==> src/rtl/mem_req_arbiter.sv <==
// mem_req_arbiter
//   Round-robin arbiter that funnels NPORT memory requesters onto a single
//   32-bit RAM port. Handles byte/half/word lanes for loads and stores,
//   sign/zero extension of loads, and flags misaligned or illegal-size
//   requests without touching the RAM.
//
// Optional build macro:
//   MEM_REQ_TIMEOUT_EN - when defined, an access that sees busy_o high for
//                        TIMEOUT_CYC consecutive cycles is abandoned and
//                        answered with req_err = 1, req_rdata = 0.
//
// Ports:
//   CLK, nRST      clock (rising edge), asynchronous active-low reset
//   req_valid      per-port request pending, held until req_ready
//   req_wen        per-port 1 = store, 0 = load
//   req_size       per-port 2-bit size (00 byte, 01 half, 10 word, 11 illegal)
//   req_unsigned   per-port zero-extend loads
//   req_addr       per-port byte address, port i at [i*ADDR_W +: ADDR_W]
//   req_wdata      per-port right-justified store data, port i at [i*32 +: 32]
//   req_ready      one-cycle completion pulse to the granted port
//   req_rdata      load result, held between responses
//   req_err        error flag, valid with req_ready
//   Ren, Wen       RAM read / write enables (only in ACCESS)
//   ramaddr        word-aligned RAM address
//   ramstore       lane-replicated store data
//   ram_be         RAM byte enables
//   ramload        RAM read data
//   busy_o         RAM busy; access completes on first edge with busy_o = 0
//
// State  | Meaning
// IDLE   | pick next requester round-robin, latch its request
// ACCESS | drive RAM from latched request, wait out busy_o
// RESP   | pulse req_ready to the granted port, advance rr pointer

module mem_req_arbiter #(
    parameter int NPORT       = 2,
    parameter int ADDR_W      = 32,
    parameter int TIMEOUT_CYC = 64
) (
    input  logic                    CLK,
    input  logic                    nRST,
    input  logic [NPORT-1:0]        req_valid,
    input  logic [NPORT-1:0]        req_wen,
    input  logic [2*NPORT-1:0]      req_size,
    input  logic [NPORT-1:0]        req_unsigned,
    input  logic [NPORT*ADDR_W-1:0] req_addr,
    input  logic [32*NPORT-1:0]     req_wdata,
    output logic [NPORT-1:0]        req_ready,
    output logic [31:0]             req_rdata,
    output logic                    req_err,
    output logic                    Ren,
    output logic                    Wen,
    output logic [ADDR_W-1:0]       ramaddr,
    output logic [31:0]             ramstore,
    output logic [3:0]              ram_be,
    input  logic [31:0]             ramload,
    input  logic                    busy_o
);

    localparam int PTR_W = (NPORT > 1) ? $clog2(NPORT) : 1;

    localparam logic [1:0] SZ_BYTE = 2'b00;
    localparam logic [1:0] SZ_HALF = 2'b01;
    localparam logic [1:0] SZ_WORD = 2'b10;
    localparam logic [1:0] SZ_ILL  = 2'b11;

    typedef enum logic [1:0] {
        IDLE   = 2'b00,
        ACCESS = 2'b01,
        RESP   = 2'b10
    } state_t;

    state_t state, state_nxt;

    logic [PTR_W-1:0]  rr_ptr;
    logic [PTR_W-1:0]  gnt_q;
    logic [ADDR_W-1:0] addr_q;
    logic [1:0]        size_q;
    logic              wen_q;
    logic              uns_q;
    logic [31:0]       wdata_q;
    logic              err_q;
    logic [31:0]       rdata_q;

`ifdef MEM_REQ_TIMEOUT_EN
    localparam int TMO_W = $clog2(TIMEOUT_CYC) + 1;
    logic [TMO_W-1:0] tmo_cnt;
`endif

    // ------------------------------------------------------------------
    // Round-robin grant: first valid port at or after rr_ptr, wrapping.
    // ------------------------------------------------------------------
    logic             gnt_found;
    logic [PTR_W-1:0] gnt_sel;
    int               cand;
    logic [PTR_W-1:0] cand_idx;

    always_comb begin
        gnt_found = 1'b0;
        gnt_sel   = '0;
        cand      = 0;
        cand_idx  = '0;
        for (int k = 0; k < NPORT; k++) begin
            cand = int'(rr_ptr) + k;
            if (cand >= NPORT) begin
                cand = cand - NPORT;
            end
            cand_idx = PTR_W'(cand);
            if (!gnt_found && req_valid[cand_idx]) begin
                gnt_found = 1'b1;
                gnt_sel   = cand_idx;
            end
        end
    end

    // Request fields of the port being granted this cycle.
    logic [ADDR_W-1:0] sel_addr;
    logic [1:0]        sel_size;
    logic              sel_wen;
    logic              sel_uns;
    logic [31:0]       sel_wdata;
    logic              sel_err;

    always_comb begin
        sel_addr  = '0;
        sel_size  = '0;
        sel_wen   = 1'b0;
        sel_uns   = 1'b0;
        sel_wdata = '0;
        for (int i = 0; i < NPORT; i++) begin
            if (gnt_sel == PTR_W'(i)) begin
                sel_addr  = req_addr[i*ADDR_W +: ADDR_W];
                sel_size  = req_size[2*i +: 2];
                sel_wen   = req_wen[i];
                sel_uns   = req_unsigned[i];
                sel_wdata = req_wdata[i*32 +: 32];
            end
        end
        sel_err = (sel_size == SZ_ILL)
                | ((sel_size == SZ_HALF) & sel_addr[0])
                | ((sel_size == SZ_WORD) & (sel_addr[1:0] != 2'b00));
    end

    // ------------------------------------------------------------------
    // Lane steering from the latched request.
    // ------------------------------------------------------------------
    logic [3:0]  be_lane;
    logic [31:0] store_lane;
    logic [31:0] load_sh;
    logic [31:0] load_ext;

    always_comb begin
        be_lane    = 4'b1111;
        store_lane = wdata_q;
        case (size_q)
            SZ_BYTE: begin
                be_lane    = 4'b0001 << addr_q[1:0];
                store_lane = {4{wdata_q[7:0]}};
            end
            SZ_HALF: begin
                be_lane    = 4'b0011 << addr_q[1:0];
                store_lane = {2{wdata_q[15:0]}};
            end
            default: begin
                be_lane    = 4'b1111;
                store_lane = wdata_q;
            end
        endcase
    end

    always_comb begin
        load_sh  = ramload >> {addr_q[1:0], 3'b000};
        load_ext = load_sh;
        case (size_q)
            SZ_BYTE: load_ext = uns_q ? {24'h0, load_sh[7:0]}
                                      : {{24{load_sh[7]}}, load_sh[7:0]};
            SZ_HALF: load_ext = uns_q ? {16'h0, load_sh[15:0]}
                                      : {{16{load_sh[15]}}, load_sh[15:0]};
            default: load_ext = load_sh;
        endcase
    end

    // ------------------------------------------------------------------
    // FSM state register
    // ------------------------------------------------------------------
    always_ff @(posedge CLK or negedge nRST) begin
        if (!nRST) begin
            state <= IDLE;
        end else begin
            state <= state_nxt;
        end
    end

    // ------------------------------------------------------------------
    // FSM next state and outputs
    // ------------------------------------------------------------------
    always_comb begin
        state_nxt = state;
        req_ready = '0;
        req_err   = 1'b0;
        Ren       = 1'b0;
        Wen       = 1'b0;
        ramaddr   = '0;
        ramstore  = '0;
        ram_be    = '0;
        case (state)
            IDLE: begin
                if (gnt_found) begin
                    state_nxt = sel_err ? RESP : ACCESS;
                end
            end
            ACCESS: begin
                Ren      = ~wen_q;
                Wen      = wen_q;
                ramaddr  = {addr_q[ADDR_W-1:2], 2'b00};
                ramstore = store_lane;
                ram_be   = be_lane;
                if (!busy_o) begin
                    state_nxt = RESP;
                end
`ifdef MEM_REQ_TIMEOUT_EN
                else if (tmo_cnt == '0) begin
                    state_nxt = RESP;
                end
`endif
            end
            RESP: begin
                req_ready[gnt_q] = 1'b1;
                req_err          = err_q;
                state_nxt        = IDLE;
            end
            default: state_nxt = IDLE;
        endcase
    end

    // ------------------------------------------------------------------
    // Request latches, response data and rr pointer
    // ------------------------------------------------------------------
    always_ff @(posedge CLK or negedge nRST) begin
        if (!nRST) begin
            rr_ptr  <= '0;
            gnt_q   <= '0;
            addr_q  <= '0;
            size_q  <= '0;
            wen_q   <= 1'b0;
            uns_q   <= 1'b0;
            wdata_q <= '0;
            err_q   <= 1'b0;
            rdata_q <= '0;
`ifdef MEM_REQ_TIMEOUT_EN
            tmo_cnt <= '0;
`endif
        end else begin
            case (state)
                IDLE: begin
                    if (gnt_found) begin
                        gnt_q   <= gnt_sel;
                        addr_q  <= sel_addr;
                        size_q  <= sel_size;
                        wen_q   <= sel_wen;
                        uns_q   <= sel_uns;
                        wdata_q <= sel_wdata;
                        err_q   <= sel_err;
                        // Error responses skip ACCESS, so their data is set here.
                        if (sel_err) begin
                            rdata_q <= '0;
                        end
`ifdef MEM_REQ_TIMEOUT_EN
                        tmo_cnt <= TMO_W'(TIMEOUT_CYC - 1);
`endif
                    end
                end
                ACCESS: begin
                    if (!busy_o) begin
                        rdata_q <= wen_q ? 32'h0 : load_ext;
                    end
`ifdef MEM_REQ_TIMEOUT_EN
                    else if (tmo_cnt == '0) begin
                        rdata_q <= '0;
                        err_q   <= 1'b1;
                    end else begin
                        tmo_cnt <= tmo_cnt - 1'b1;
                    end
`endif
                end
                RESP: begin
                    if (gnt_q == PTR_W'(NPORT - 1)) begin
                        rr_ptr <= '0;
                    end else begin
                        rr_ptr <= gnt_q + 1'b1;
                    end
                end
                default: ;
            endcase
        end
    end

    assign req_rdata = rdata_q;

endmodule

==> config.mk <==
export PLATFORM = sky130hd
export DESIGN_NAME = mem_req_arbiter
export DESIGN_NICKNAME = d
export VERILOG_FILES = /design/src/rtl/mem_req_arbiter.sv
export SDC_FILE = /design/constraint.sdc
export NUM_CORES = 1
export LEC_CHECK = 0
export ABC_AREA = 0
export CAP_MARGIN = 20
export CORE_UTILIZATION = 35
export CTS_BUF_LIST = sky130_fd_sc_hd__clkbuf_16
export CTS_CLUSTER_DIAMETER = 150
export CTS_CLUSTER_SIZE = 25
export DETAILED_ROUTE_END_ITERATION = 8
export PLACE_DENSITY = 0.73
export SLEW_MARGIN = 25
export SYNTH_ARGS = -nofsm -noshare
export SYNTH_HDL_FRONTEND = slang
export SYNTH_SLANG_ARGS = --single-unit
==> constraint.sdc <==
create_clock -name CLK -period 2.8 [get_ports CLK]
set_input_delay 0.56 -clock CLK [delete_from_list [all_inputs] [get_ports CLK]]
set_output_delay 0.56 -clock CLK [all_outputs]
set_load 0.02 [all_outputs]
# After elaboration in Yosys (flattened, before gate mapping)
# Index checks and enable logic that the tools add are counted.
# Widths: inputs -> output; s select.
# classes
n_reduce_logical,10
n_eq_ne,9
mux,39
shift,3
add_sub_neg,4
bitwise_logic,5
magnitude_cmp,6
# op_table
cell,count
$mux 32,10
$pmux 32 s2,3
$shr 32x5->32,1
$mux 1,17
$mux 2,5
$pmux 4 s2,1
$eq 2x1->1 const B,3
$eq 2x2->1 const B,3
$lt 1x2->1 const B,3
$ne 2x2->1 const B,3
$logic_not 2->1,2
$mux 4,1
$pmux 2 s2,1
$reduce_and 2->1,2
$reduce_and 4->1,1
$reduce_bool 2->1,2
$shl 1x2->4 const A,1
$shl 2x2->4 const A,1
$add 1x1->2 const B,1
$and 1x1->1,2
$ge 1x2->1 const B,1
$ge 2x2->1 const B,1
$logic_and 1x1->1,2
$or 1x1->1,2
other kinds (6),7
# totals
reg_bits,105
in_bits,173
elab_cells,86

# Longest topological paths before layout
# depth
depth_word,16
depth_mapped,8
ltp_nobuf,7

# Worst setup path after synthesis
# No wires, ideal clock.
# synth_timing
path_type,flip-flop to output port
startpoint,reg size_q[1]
endpoint,out ramstore[10]
t_required_ns,2.240
slack_ns,0.689
t_arrival_ns,1.551
path_stages_with_launch,6
path_buffers,2
cell_sequence,dfrtp_1 -> clkbuf_1 -> nor2_1 -> clkbuf_1 -> nand2_1 -> a21oi_1
# synth_between
elab_chain_cells,3
elab_cells_between_ends,4
cone_classes,eq/ne (1); mux (2); reduce/logical (1)
# synth_lines
item,line_no,text
start: declaration,78,logic [1:0] size_q;
start signal: assignment,259,size_q <= sel_size;
$eq 2x1->1 or $logic_not 2->1 (tied branches),155,case (size_q)
$pmux 32 s2 (*),155,
$mux 32 (*),206,case (state)
end: declaration,54,"output logic [31:0] ramstore,"
# Every way passes the cells marked *; elsewhere a longest branch is shown, timed or not.

# Worst setup path after layout
# layout_timing
startpoint,reg state[1]
endpoint,out ramstore[8]
# layout_between
elab_chain_cells,2
# layout_lines
item,line_no,text
start: declaration,73,"state_t state, state_nxt;"
start signal: assignment,190,state <= state_nxt;
$eq 2x1->1,206,
$mux 32,206,
# Every way passes these cells.

==> impl_summary.md <==
Place
The congestion estimate from routability-driven global placement came to approximately 0.84. During placement, the flow inserted port buffers numbering around 280. Detailed placement ended at an HPWL of 14,200 um.

Detailed routing
Summing over every cut layer, the via total after detailed routing is between 5,000 and 6,000. The average wire length per cell after detail routing is 16.4 um. Wires add up to 18,900 um.

The number of DRC markers in iteration 0 is approximately 240. After detailed routing, the number of remaining DRC violations is 0. The first detailed-routing pass ran for 5 iterations.

Using the TritonRoute via totals, the vias-per-cell ratio works out to ~4.9. The count of antenna-violating nets left after detailed routing is 0.

Outcome
The run finished with clean final reports.

Flow run
The tool flagged a number of max-cap violations equal to 0.

Setup path
The critical path in this run is classified as reg2out. The largest fanout on the critical path is 24. The required time at the endpoint of the critical path is 2.24 ns. The worst endpoint data arrival time is roughly 2.2 ns. The worst setup path is launched from a flip-flop. The setup slack of the most critical reg-to-reg path is approximately 0.72 ns. The worst setup path is captured at a primary output.

The count of cells along the worst register-to-register path is 7.

Clock tree
TritonCTS built the clock tree. In this run the number of H-tree levels came out at 3. The total of hold buffers inserted after clock tree synthesis is 0. The count of clock tree sinks is around 110. The later pin in the worst-skew pair is clocked with a latency of 0.35 ns. The cell chosen for the clock root is sky130_fd_sc_hd__clkbuf_16. The clock buffer count from CTS is 9. Clock-pin slew was measured on the worst setup and hold paths at 0.07 ns. The number of buffers between clock root and the deepest sink is 2.

Power and ir drop
The standby leakage power is approximately 4.2 nW. Power spread over the standard cell area amounts to between 900 and 1000 nW/um2. VDD sags by at most a little over 700 uV. After layout, the design draws a total of slightly above 0.009 W.

Timing
The max-slew violation count is 0. The clock arrives with 0.00603 ns of skew. Setup repair after global routing left no endpoint under its margin.

For this run, the top clock speed supported by timing is ~0.37 GHz. Final hold analysis gives a worst-case slack of 0.180 ns. Setup violations remaining at the end of the flow were counted as 0. The post-route clock period utilization is around 97%. Measured against its own limit, the worst slew margin works out to 64.0%. The routed design could run at a clock period as short as 2.73 ns. After routing, the total negative slack on setup checks comes to 0 ns.

The final-report hold violation count is 0. The transition time at the pin with the least slew margin is 0.540 ns.

Global route
The first global-routing pass estimated roughly 30,000 um of wire. The total overflow reported by the global router is 0. The via count of the first global-routing pass came to approximately 5,400. The number of antenna violations at the first check in global routing was 0. Global routing used between 20% and 30% of the available tracks. The maximum number of pins on one net before global-route repair is between 100 and 150.

Layout
The number of antenna diodes in the final layout is 0. From synthesis to final layout, the design area changed by 56.0%. The post-layout net count is approximately 1,100. Cells with a size suffix above 1 make up slightly below 8% of the layout.

Synthesis
Dividing the synthesized area by the synthesized cell count gives around 9 um2. The number of enable flip-flop cells after synthesis is 0. During synthesis, Yosys emitted a total of 0 warnings. The netlist uses 41 different library cells. For this run, the leading register cell type out of synthesis is sky130_fd_sc_hd__dfrtp_1. Of all flip-flops after synthesis, the portion carrying an async set or reset was 100%.

The post-synthesis cell area is just over 6000 um2. Summing the sequential cell areas from Yosys gives a little over two fifths of the chip area. The number of cells produced by synthesis is 666. The count of state elements after synthesis is between 100 and 150.

Floorplanning
The floorplan has between 40 and 50 rows. The area of the core is approximately 17,000 um2. From bottom edge to top edge, the die measures 133 um. The count of boundary I/O pins is approximately 280. The floorplan step defined a die boundary enclosing about 18,000 um2.

Once the floorplan was initialized, standard cells occupied roughly 36% of the core. The horizontal extent of the die is about 130 um.

Worst hold path
The worst hold path belongs to the class in2async.
repair_timing:
action                     4_1_cts  5_1_grt
buffers inserted                 0        1
resized for setup                0       11
setup endpoints to repair        0       30
synthesized netlist by cell type (all sizes together) (2+ instances only):
cell type  instances  area share (%)
o21a               2            0.25
nor2             110             6.8
o21ai             21             1.7
mux2              16             3.0
clkbuf            25             1.6
nand2             53             3.3
or2                3            0.31
and2b              2            0.29
nor3               4            0.41
dfrtp            105              43
nand2b             2            0.33
o31ai             16             2.2
mux2i             95              16
a221oi             6            0.87
a211oi             3            0.66
buf               29             2.6
and2              43             4.5
inv                6            0.37
nor2b              3            0.31
a21oi            112             9.3
logic make-up (layout without fill, tap and decap cells):
| family | after synthesis | in the layout | share of synthesized area [%] |
|---|---|---|---|
| and+or+nand+nor | 223 | 223 | 16.8 |
| other | 1 | 2 | 0.0621 |
| DFF | 105 | 105 | 43.5 |
| AOI/OAI and AO/OA | 165 | 165 | 16.3 |
| buffers and inverters | 61 | 322 | 4.68 |
| muxes | 111 | 111 | 18.7 |
final cells by class:
cell class	instances	area (um2)
Sequential cell	105	2630
Clock inverter	7	86.3
Fill cell	1528	7270
Inverter	7	31.3
Clock buffer	9	225
Tap cell	220	275
Multi-Input combinational cell	501	3150
Timing Repair Buffer	299	3030
path summary, 6_finish.rpt:
path                                 end         start
setup / recovery             ramstore[8]      state[1]
hold / removal               wdata_q[26]          nRST
setup reg to reg           req_rdata[19]     addr_q[0]
hold reg to reg             req_rdata[3]  req_rdata[3]
max in group asynchronous      addr_q[7]          nRST
min in group CLK            req_rdata[3]  req_rdata[3]
cell usage in the layout, fill, tap and decap left out, drive strengths merged, types with 6 or more instances in the layout:
cell type	instances
nand2	53
mux2i	95
dlymetal6s2s	10
nor2	110
clkdlybuf4s50	264
clkbuf	9
dfrtp	105
buf	25
o21ai	21
and2	43
mux2	16
a21oi	112
o31ai	16
inv	7
a221oi	6
state kept, by name (all words and copies together), names as in the netlist, 2 cells and up:
register and count:
wdata_q 32, state 2, addr_q 32, req_rdata 32, size_q 2
critical path: stages (launching register included):
cell and delay, ns:
sky130_fd_sc_hd__dfrtp_1 0.44, sky130_fd_sc_hd__or2b_1 0.33, sky130_fd_sc_hd__buf_4 0.25, sky130_fd_sc_hd__a21oi_1 0.14, sky130_fd_sc_hd__clkdlybuf4s50_1 0.64
stage by stage:
stage / util (%) / area, um2 / cells / setup WS [ns]
floorplan: - / 6050 / 667 / 0.689
finish: 56.4 / 9430 / 1148 / 0.0725
global route: 56.4 / 9430 / 1148 / 0.000117
CTS: 56.2 / 9390 / 1147 / 0.0151
detailed placement: 54.4 / 9080 / 1131 / 0.350
global placement: 54.4 / 9080 / 1131 / 0.392
routing by layer:
layer / vias up / global-route usage [%] / share of wire [%]
met3: 21 / 5.97 / 7.8
met5: - / 0 / 0
met2: 227 / 34.8 / 48
met1: 2604 / 27.8 / 43
met4: 0 / 5.87 / 1.8
li1: 2801 / - / -
power breakdown:
part           total (W)  switching [W]  internal [W]  leakage (nW)
clock            0.00134       0.000568      0.000775         0.148
sequential       0.00258       0.000436       0.00214          1.25
combinational    0.00513        0.00284       0.00230          2.77
total            0.00905        0.00384       0.00521          4.17
No activity file was read; power rests on OpenSTA's default activity.
